## config.mk

```make
export PLATFORM = sky130hd
export DESIGN_NAME = palm_locator
export DESIGN_NICKNAME = d
export VERILOG_FILES = /design/src/rtl/palm_locator.sv
export SDC_FILE = /design/constraint.sdc
export NUM_CORES = 1
export LEC_CHECK = 0
export CELL_PAD_IN_SITES_DETAIL_PLACEMENT = 1
export CELL_PAD_IN_SITES_GLOBAL_PLACEMENT = 2
export CORE_MARGIN = 2
export CORE_UTILIZATION = 30
export CTS_CLUSTER_DIAMETER = 40
export DETAILED_ROUTE_END_ITERATION = 12
export PLACE_DENSITY = 0.67
export SYNTH_ARGS = -nofsm -noshare
export SYNTH_HDL_FRONTEND = slang
export SYNTH_SLANG_ARGS = --single-unit
```

## constraint.sdc

```tcl
create_clock -name clk -period 2.4 [get_ports clk]
set_input_delay 0.48 -clock clk [delete_from_list [all_inputs] [get_ports clk]]
set_output_delay 0.48 -clock clk [all_outputs]
set_load 0.02 [all_outputs]
```

## src/rtl/palm_locator.sv

```systemverilog
`default_nettype none
// ============================================================================
// Module   : palm_locator
// Purpose  : Streams a binary foreground image in raster order and finds the
//            bounding box of the rows that hold enough foreground pixels.
//            The box is published at end of frame and held for a full frame.
//            A palm_width of 0 means that no palm was found.
// Ports    : clk             pixel clock
//            rst             asynchronous active-low reset
//            de_t            pixel valid, one pixel consumed per cycle
//            object_image    foreground pixel (1 = hand)
//            start_of_palm_r/c, end_of_palm_r/c  published box corners
//            palm_width      end_c - start_c + 1, 0 when no palm
//            palm_height     end_r - start_r + 1, 0 when no palm
//            palm_found      published box is valid
//            frame_done      one-cycle pulse when the outputs update
// Revision : 1.0  initial release
// ============================================================================
module palm_locator #(
  parameter int IMAGE_WIDTH  = 120,
  parameter int IMAGE_HEIGHT = 160,
  parameter int ROW_THRESH   = 4,
  parameter int MIN_ROWS     = 3
) (
  input  logic       clk,
  input  logic       rst,
  input  logic       de_t,
  input  logic       object_image,
  output logic [9:0] start_of_palm_r,
  output logic [9:0] start_of_palm_c,
  output logic [9:0] end_of_palm_r,
  output logic [9:0] end_of_palm_c,
  output logic [9:0] palm_width,
  output logic [9:0] palm_height,
  output logic       palm_found,
  output logic       frame_done
);

  localparam logic [9:0] c_col_last   = 10'(IMAGE_WIDTH - 1);
  localparam logic [9:0] c_row_last   = 10'(IMAGE_HEIGHT - 1);
  localparam logic [9:0] c_row_thresh = 10'(ROW_THRESH);
  localparam logic [9:0] c_min_rows   = 10'(MIN_ROWS);
  localparam logic [9:0] c_sat        = 10'h3FF;

  localparam logic [1:0] c_st_scan = 2'd0;
  localparam logic [1:0] c_st_eval = 2'd1;
  localparam logic [1:0] c_st_pub  = 2'd2;

  // scan position
  logic [9:0] col_q, row_q;
  // per-row accumulators
  logic [9:0] row_cnt_q, row_cnt_d;
  logic [9:0] row_min_q, row_min_d;
  logic [9:0] row_max_q, row_max_d;
  // end-of-row snapshot
  logic [9:0] snap_row_q, snap_cnt_q, snap_min_q, snap_max_q;
  logic       snap_last_q;
  // per-frame accumulators
  logic [9:0] box_start_r_q, box_end_r_q, box_min_c_q, box_max_c_q;
  logic [9:0] qual_rows_q;
  // published outputs
  logic [9:0] start_r_q, start_c_q, end_r_q, end_c_q, width_q, height_q;
  logic       found_q, done_q;

  logic [1:0] state_q, state_d;
  logic       w_pix, w_row_end, w_eval, w_publish, w_eval_qual, w_palm_ok;

  assign w_pix       = de_t & object_image;
  assign w_row_end   = de_t && (col_q == c_col_last);
  assign w_eval_qual = w_eval && (snap_cnt_q >= c_row_thresh);
  assign w_palm_ok   = (qual_rows_q >= c_min_rows);

  // Row accumulators including the pixel consumed this cycle, so the last
  // pixel of a row lands in the snapshot. A zero count marks an empty row,
  // which lets the first foreground pixel seed both min and max.
  always_comb begin
    row_cnt_d = row_cnt_q;
    row_min_d = row_min_q;
    row_max_d = row_max_q;
    if (w_pix) begin
      if (row_cnt_q != c_sat) row_cnt_d = row_cnt_q + 10'd1;
      if ((row_cnt_q == '0) || (col_q < row_min_q)) row_min_d = col_q;
      if ((row_cnt_q == '0) || (col_q > row_max_q)) row_max_d = col_q;
    end
  end

  always_ff @(posedge clk or negedge rst) begin
    if (!rst) begin
      col_q <= '0;
      row_q <= '0;
    end else if (de_t) begin
      if (col_q == c_col_last) begin
        col_q <= '0;
        row_q <= (row_q == c_row_last) ? '0 : row_q + 10'd1;
      end else begin
        col_q <= col_q + 10'd1;
      end
    end
  end

  always_ff @(posedge clk or negedge rst) begin
    if (!rst) begin
      row_cnt_q   <= '0;
      row_min_q   <= '0;
      row_max_q   <= '0;
      snap_row_q  <= '0;
      snap_cnt_q  <= '0;
      snap_min_q  <= '0;
      snap_max_q  <= '0;
      snap_last_q <= 1'b0;
    end else if (w_row_end) begin
      snap_row_q  <= row_q;
      snap_cnt_q  <= row_cnt_d;
      snap_min_q  <= row_min_d;
      snap_max_q  <= row_max_d;
      snap_last_q <= (row_q == c_row_last);
      row_cnt_q   <= '0;
      row_min_q   <= '0;
      row_max_q   <= '0;
    end else begin
      row_cnt_q   <= row_cnt_d;
      row_min_q   <= row_min_d;
      row_max_q   <= row_max_d;
    end
  end

  // FSM: state register
  always_ff @(posedge clk or negedge rst) begin
    if (!rst) state_q <= c_st_scan;
    else      state_q <= state_d;
  end

  // FSM: next state. The snapshot and the move to ROW_EVAL share one edge.
  always_comb begin
    state_d = state_q;
    case (state_q)
      c_st_scan: if (w_row_end) state_d = c_st_eval;
      c_st_eval: state_d = snap_last_q ? c_st_pub : c_st_scan;
      c_st_pub:  state_d = c_st_scan;
      default:   state_d = c_st_scan;
    endcase
  end

  // FSM: state decode
  always_comb begin
    w_eval    = (state_q == c_st_eval);
    w_publish = (state_q == c_st_pub);
  end

  always_ff @(posedge clk or negedge rst) begin
    if (!rst) begin
      box_start_r_q <= '0;
      box_end_r_q   <= '0;
      box_min_c_q   <= '0;
      box_max_c_q   <= '0;
      qual_rows_q   <= '0;
    end else if (w_publish) begin
      box_start_r_q <= '0;
      box_end_r_q   <= '0;
      box_min_c_q   <= '0;
      box_max_c_q   <= '0;
      qual_rows_q   <= '0;
    end else if (w_eval_qual) begin
      if (qual_rows_q == '0) begin
        box_start_r_q <= snap_row_q;
        box_min_c_q   <= snap_min_q;
        box_max_c_q   <= snap_max_q;
      end else begin
        if (snap_min_q < box_min_c_q) box_min_c_q <= snap_min_q;
        if (snap_max_q > box_max_c_q) box_max_c_q <= snap_max_q;
      end
      box_end_r_q <= snap_row_q;
      if (qual_rows_q != c_sat) qual_rows_q <= qual_rows_q + 10'd1;
    end
  end

  always_ff @(posedge clk or negedge rst) begin
    if (!rst) begin
      start_r_q <= '0;
      start_c_q <= '0;
      end_r_q   <= '0;
      end_c_q   <= '0;
      width_q   <= '0;
      height_q  <= '0;
      found_q   <= 1'b0;
      done_q    <= 1'b0;
    end else begin
      done_q <= w_publish;
      if (w_publish) begin
        if (w_palm_ok) begin
          start_r_q <= box_start_r_q;
          start_c_q <= box_min_c_q;
          end_r_q   <= box_end_r_q;
          end_c_q   <= box_max_c_q;
          width_q   <= box_max_c_q - box_min_c_q + 10'd1;
          height_q  <= box_end_r_q - box_start_r_q + 10'd1;
          found_q   <= 1'b1;
        end else begin
          start_r_q <= '0;
          start_c_q <= '0;
          end_r_q   <= '0;
          end_c_q   <= '0;
          width_q   <= '0;
          height_q  <= '0;
          found_q   <= 1'b0;
        end
      end
    end
  end

  assign start_of_palm_r = start_r_q;
  assign start_of_palm_c = start_c_q;
  assign end_of_palm_r   = end_r_q;
  assign end_of_palm_c   = end_c_q;
  assign palm_width      = width_q;
  assign palm_height     = height_q;
  assign palm_found      = found_q;
  assign frame_done      = done_q;

endmodule
`default_nettype wire

```

# --- Word-level counts from Yosys, hierarchy flattened ---
# Cells that the tools add are included.
word_totals:
  out_inout_bits: 62
  word_cells: 100
  reg_bits: 205
  in_bits: 4
classes:
  n_eq_ne: 7
  reduce_logical: 17
  order_cmp: 6
  n_bitwise: 1
  n_addsub: 8
  mux: 37
op_table:
  columns: ["cell", "n"]
  rows:
  - ["10-bit two-way mux", 33]
  - ["10-bit by 1-bit adder with 10-bit output, second input constant", 6]
  - ["10-bit greater-than comparator", 2]
  - ["10-bit logical NOT", 2]
  - ["10-bit < comparator", 2]
  - ["10-bit != test, second input constant", 2]
  - ["10-bit subtractor", 2]
  - ["10-bit by 7-bit equality test with 1-bit output, second input constant", 1]
  - ["10-bit by 8-bit equality test with 1-bit output, second input constant", 1]
  - ["10-bit by 2-bit >= comparator with 1-bit output, second input constant", 1]
  - ["10-bit by 3-bit >= comparator with 1-bit output, second input constant", 1]
  - ["2-bit AND reduction", 5]
  - ["2-bit nonzero test", 3]
  - ["3-bit nonzero test", 2]
  - ["2-bit two-way mux", 2]
  - ["2-bit one-hot mux with 2 select lines", 1]
  - ["2-bit by 1-bit equality test with 1-bit output, second input constant", 1]
  - ["2-bit equality test, second input constant", 1]
  - ["1-bit logical AND", 2]
  - ["2-bit logical NOT", 1]
  - ["1-bit logical OR", 2]
  - ["2-bit != test, second input constant", 1]
  - ["1-bit bitwise AND", 1]
  - ["1-bit two-way mux", 1]

# --- Longest topological paths before layout ---
depth:
  depth_word: 5
  depth_mapped: 12

# --- Worst setup path before layout ---
# No wires, ideal clock.
synth_path:
  path_type: "register to register"
  startpoint: "register col_q[2]"
  endpoint: "register row_min_q[3]"
  t_arrival_ns: 2.124
  stages_incl_launch_ff: 9
  setup_time_ns: 0.121
  n_path_buf: 1
  synth_period_minus_slack_ns: 2.245
  required_time_ns: 2.279
  path_slack_ns: 0.155
  cell_sequence: "dfrtp_1 > ha_1 > a21o_1 > a31oi_1 > o21ai_0 > a221oi_4 > buf_6 > mux2i_1 > nor2_2"
synth_between:
  elab_chain_cells: 5
synth_lines:
  columns: ["element", "line_no", "rtl"]
  rows:
  - ["start, declared", "50", "logic [9:0] col_q, row_q;"]
  - ["start signal, assigned", "96", "col_q <= col_q + 10'd1;"]
  - ["10-bit < comparator", "82", "if ((row_cnt_q == '0) || (col_q < row_min_q)) row_min_d = col_q;"]
  - ["1-bit logical OR", "82", null]
  - ["10-bit two-way mux", "82", null]
  - ["10-bit two-way mux", "80", "if (w_pix) begin"]
  - ["10-bit two-way mux (*)", "111", "end else if (w_row_end) begin"]
  - ["end signal, assigned", "122", "row_min_q <= row_min_d;"]
  - ["end, declared", "53", "logic [9:0] row_min_q, row_min_d;"]
# Every way passes the cells marked *; elsewhere a longest branch is shown, timed or not.
# A chain may end at the register's enable or synchronous reset.

# --- Worst setup path in the final report ---
layout_path:
  startpoint: "register box_start_r_q[1]"
  endpoint: "register height_q[9], in the netlist palm_height[9]"
layout_between:
  elab_chain_cells: 3
layout_lines:
  columns: ["element", "line_no", "rtl"]
  rows:
  - ["start, declared", "59", "logic [9:0] box_start_r_q, box_end_r_q, box_min_c_q, box_max_c_q;"]
  - ["start signal, assigned", "165", "box_start_r_q <= snap_row_q;"]
  - ["10-bit subtractor", "196", "height_q <= box_end_r_q - box_start_r_q + 10'd1;"]
  - ["10-bit by 1-bit adder with 10-bit output", "196", null]
  - ["10-bit two-way mux", "190", "if (w_palm_ok) begin"]
  - ["end signal, assigned", "196", null]
  - ["end, declared", "62", "logic [9:0] start_r_q, start_c_q, end_r_q, end_c_q, width_q, height_q;"]
# Every way passes these cells.

==> results.txt <==
For the total chip power, the log shows 10.7 mW. Measured against the total synthesized area, the mux share comes to 1.87%. The adder and majority gate portion of the synthesized area is 9.99%. The library cell used most frequently in the layout, excluding fill and tap cells, is dfrtp_1. Cells with a size suffix above 1 make up 15.8% of the layout. The number of antenna diodes in the final layout is 0.

At the end of routability-driven placement, the weighted congestion stood at 0.737. The die covers 0.0354 mm2. IR analysis of the VDD net gives a maximum drop of 390 uV. In this run, CTS created clock tree buffers numbering 38.

The worst setup path is launched from a flop. Across the whole layout, storage elements account for 0.00509 mm2. The max-capacitance violation count is 0. For this design, the sink count on the clock tree is 203.

Cells fill 39.8% of the core in the end. The tools report the leakage component of the power as 6.12 nW. In the synthesized netlist the dominant register cell turns out to be dfrtp_1. The worst clock skew came out at 0.0199 ns. The synthesized-area fraction occupied by ao, oa, aoi and oai cells came out at 14.6%. Measured against its own limit, the worst slew margin works out to 46.6%. The share of synthesized registers carrying an async set or reset was 100%. The flow ran to the end, and the final reports show no timing, DRC or antenna violations. The tightest min-delay check is of the flop to flop type. Per report_power, the sequential group accounts for 35.2% of the total. The region available for standard cell placement spans 0.0334 mm2. The clock slew seen by the registers of the worst setup and hold paths is 0.06 ns. The tree is rooted in a clkbuf_16. In the layout the commonest cells are dfrtp_1, nand2_1, o21ai_0.

The switching power as a share of total power was 26.5%; the area of the mapped netlist was 0.0102 mm2. TritonCTS built the clock tree. The run gives 3 as the number of buffers on the longest clock path. At the worst endpoint, the required time is 2.80 ns. The logs give 0 for the number of DRC violations after detailed routing and 7.89 mW for the internal power of the cells. The critical path is of the flop to flop type. The number of max-slew violations in the final report is 0, and the total of warnings raised by yosys is 0. Of the total power, combinational logic draws 12.7%.

For the worst setup path, the data arrival time is 2.69 ns. The multi-input combinational cells in the finished layout cover a total of 0.00477 mm2. In this run the worst path has a maximum fanout of 3. The number of optimization iterations in the first detailed-route pass came out at 4.

The placed wire-length estimate after detailed placement came out at 19100 um. The initialized floorplan defines 67 standard-cell rows. The number of stages on the worst hold path is 1. The minimum clock period after layout was 2.29 ns.

The combinational family with the most area after synthesis is simple AND/OR/NAND/NOR gates. 66 I/O pins were placed. Global routing consumed, over all layers together, 15.8% of the routing resources. Setup repair after global routing could not meet its margin everywhere.

The actual transition at the worst max-transition pin is 0.796 ns. Counting cells, the worst reg-to-reg path comes to 11. Number of setup violations in the final report: 0. The number of H-tree levels is 2, and the portion of the clock cycle consumed by the worst path in the final layout is 95.6%. The chip height came out at 188 um. Of the synthesized area, sequential elements account for 50.0%. In this run the power spent charging and discharging nets is 2.85 mW. For the final net count, the log shows 1242.

The startpoint identified for the worst register-to-register timing path is box_start_r_q[1]$_DFFE_PN0P_. The clock network is responsible for 52.1% of the overall power. The tools report the nature of the critical path endpoint as a flop. Counting the fill cells in the layout gives 3723. Dividing the detail-routed wire length by the instance count gives 16.7 um.

The number of enable-type register cells in the synthesized netlist works out to 0. Once detail routing completed, the nets flagged for antenna violations numbered 0. After synthesis, the mean cell area works out to 9.88 um2. The cell count after synthesis came out at 1029. The minimum setup slack among reg-to-reg paths came out at 0.11 ns.

The number of global-route vias before repair came out at 8302. The initial core utilization was 30.4%. The final route contains 7894 vias. The terminus of the critical flop-to-flop path is palm_height[9]$_DFFE_PN0P_. Counting flops and latches in the post-synthesis netlist gives 203.

The first global-routing pass estimated 45800 um of wire. The area fraction in and, or, nand and nor cells after synthesis was 15.8%. The pin count of the biggest net entering global routing came out at 71. The total power density per cell area works out to 807 mW/mm2. The die width was 188 um; the area growth from synthesis to final layout was 31.0%.

The tools report the number of antenna violations at the first check in global routing as 0. For this run the aggregate overflow at the end of global routing stands at 0. In the routed layout, each cell is associated on average with a via count of 4.83. For this run, the top clock speed supported by timing is 436 MHz. The final hold violation count came out at 0. Hold is met by 0.451 ns.

After Yosys synthesis, XOR and XNOR cells account for 3.27% of the synthesized area. The count of input and output buffers came out at 65. The initial DRC count came out at 312.

The path with the worst hold slack has its endpoint at state_q[0]$_DFFE_PN0P_. The synthesized netlist contains 51 unique library cells. The startpoint identified for the worst hold timing path is state_q[0]$_DFFE_PN0P_.

At the later pin of the worst-skew pair, clock insertion delay measures 0.51 ns. The number of nets handed over by synthesis was 1113. After detailed routing, the total wire length is 27400 um.
-- state kept, by name, summed over array words and instances (netlist names), 2 cells and up --
signal,flops
row_cnt_q,10
snap_max_q,10
row_min_q,10
box_start_r_q,10
start_of_palm_c,10
box_end_r_q,10
palm_height,10
snap_min_q,10
col_q,10
row_max_q,10
qual_rows_q,10
box_max_c_q,10
snap_cnt_q,8
end_of_palm_c,10
row_q,10
end_of_palm_r,10
snap_row_q,10
palm_width,10
box_min_c_q,10
state_q,2
start_of_palm_r,10
-- critical path, stage by stage (launching register included) --
cell and delay [ns]:
dfrtp_1 0.40, ha_1 0.30, inv_1 0.07, ha_2 0.18
inv_2 0.04, fa_2 0.34, nor2b_1 0.12, o21a_1 0.17
o211ai_1 0.14, a31oi_1 0.22, xnor2_1 0.15, o21ai_1 0.07
-- timing repair --
action / CTS / global route
hold buffers: 1 / 0
setup buffers: 0 / 10
pin swaps: 0 / 12
resized for setup: 2 / 37
endpoints found under the hold margin: 35 / 0
setup endpoints to repair: 3 / 38
-- cell families (layout without fill, tap and decap cells) --
| logic type | Yosys count | in the layout |
|---|---|---|
| AOI/OAI and AO/OA | 224 | 224 |
| xor gates and xnor gates | 38 | 38 |
| adders and majority gates | 80 | 80 |
| buffers and inverters | 119 | 277 |
| DFF | 203 | 203 |
| muxes | 19 | 19 |
| and+or+nand+nor | 346 | 346 |
-- how the worst max path moves through the flow --
stage / cells after the start / slack (ns) / start / endpoint
2_1_floorplan: 8 / 0.16 / col_q[2]$_DFFE_PN0P_ / row_min_q[3]$_DFF_PN0_
6_report: 11 / 0.11 / box_start_r_q[1]$_DFFE_PN0P_ / palm_height[9]$_DFFE_PN0P_
5_1_grt: 11 / -0.06 / box_start_r_q[1]$_DFFE_PN0P_ / palm_height[9]$_DFFE_PN0P_
4_1_cts: 12 / 0.03 / box_max_c_q[1]$_DFFE_PN0P_ / palm_width[9]$_DFFE_PN0P_
3_5_place_dp: 8 / -0.04 / col_q[9]$_DFFE_PN0P_ / snap_max_q[6]$_DFFE_PN0P_
3_3_place_gp: 8 / 0.01 / col_q[9]$_DFFE_PN0P_ / snap_max_q[6]$_DFFE_PN0P_
-- metal layers --
metal	vias up	global-route usage, %	share of wire (%)
met1	3857	23.1	51
met5	-	0	0
met3	41	2.66	3.5
met4	0	4.12	1.8
met2	117	24.3	44
li1	3879	-	-
-- layout make-up --
type | count | share of cell area (%)
clock buffers | 44 | 7.77
clock inverters | 25 | 2.36
inverters | 73 | 2.06
multi-input cells | 707 | 35.8
flip-flops and latches | 203 | 38.2
well taps | 448 | 4.21
repair buffers | 135 | 9.59
-- power groups by stage --
stage               registers, mW  logic, mW  clock network [mW]
floorplan                    3.80      0.838                   0
global placement             3.84       1.29                   0
detailed placement           3.83       1.33                   0
CTS                          3.78       1.34                5.74
global route                 3.81       1.56                5.90
finish                       3.78       1.37                5.60
-- cell usage after synthesis (22+ instances only) --
cell type	count	area, um2
o21ai_0	91	455
inv_1	72	270
a21oi_1	30	150
clkbuf_1	31	116
dfrtp_1	203	5080
nand4_1	22	138
ha_1	78	976
xnor2_1	22	193
nand3_1	37	185
nor2_1	55	206
a22o_1	31	272
nand2_1	160	601
-- stage by stage --
step	TNS [ns]	setup WS [ns]	instances	area, um2
2_1_floorplan	0	0.155	1029	10200
3_3_place_gp	0	0.00967	1555	11700
3_5_place_dp	-0.0506	-0.0449	1555	11700
4_1_cts	0	0.0264	1625	13100
5_1_grt	-0.112	-0.0606	1635	13300
6_report	0	0.105	1635	13300
Note: power is estimated with default switching activity, not from simulation.
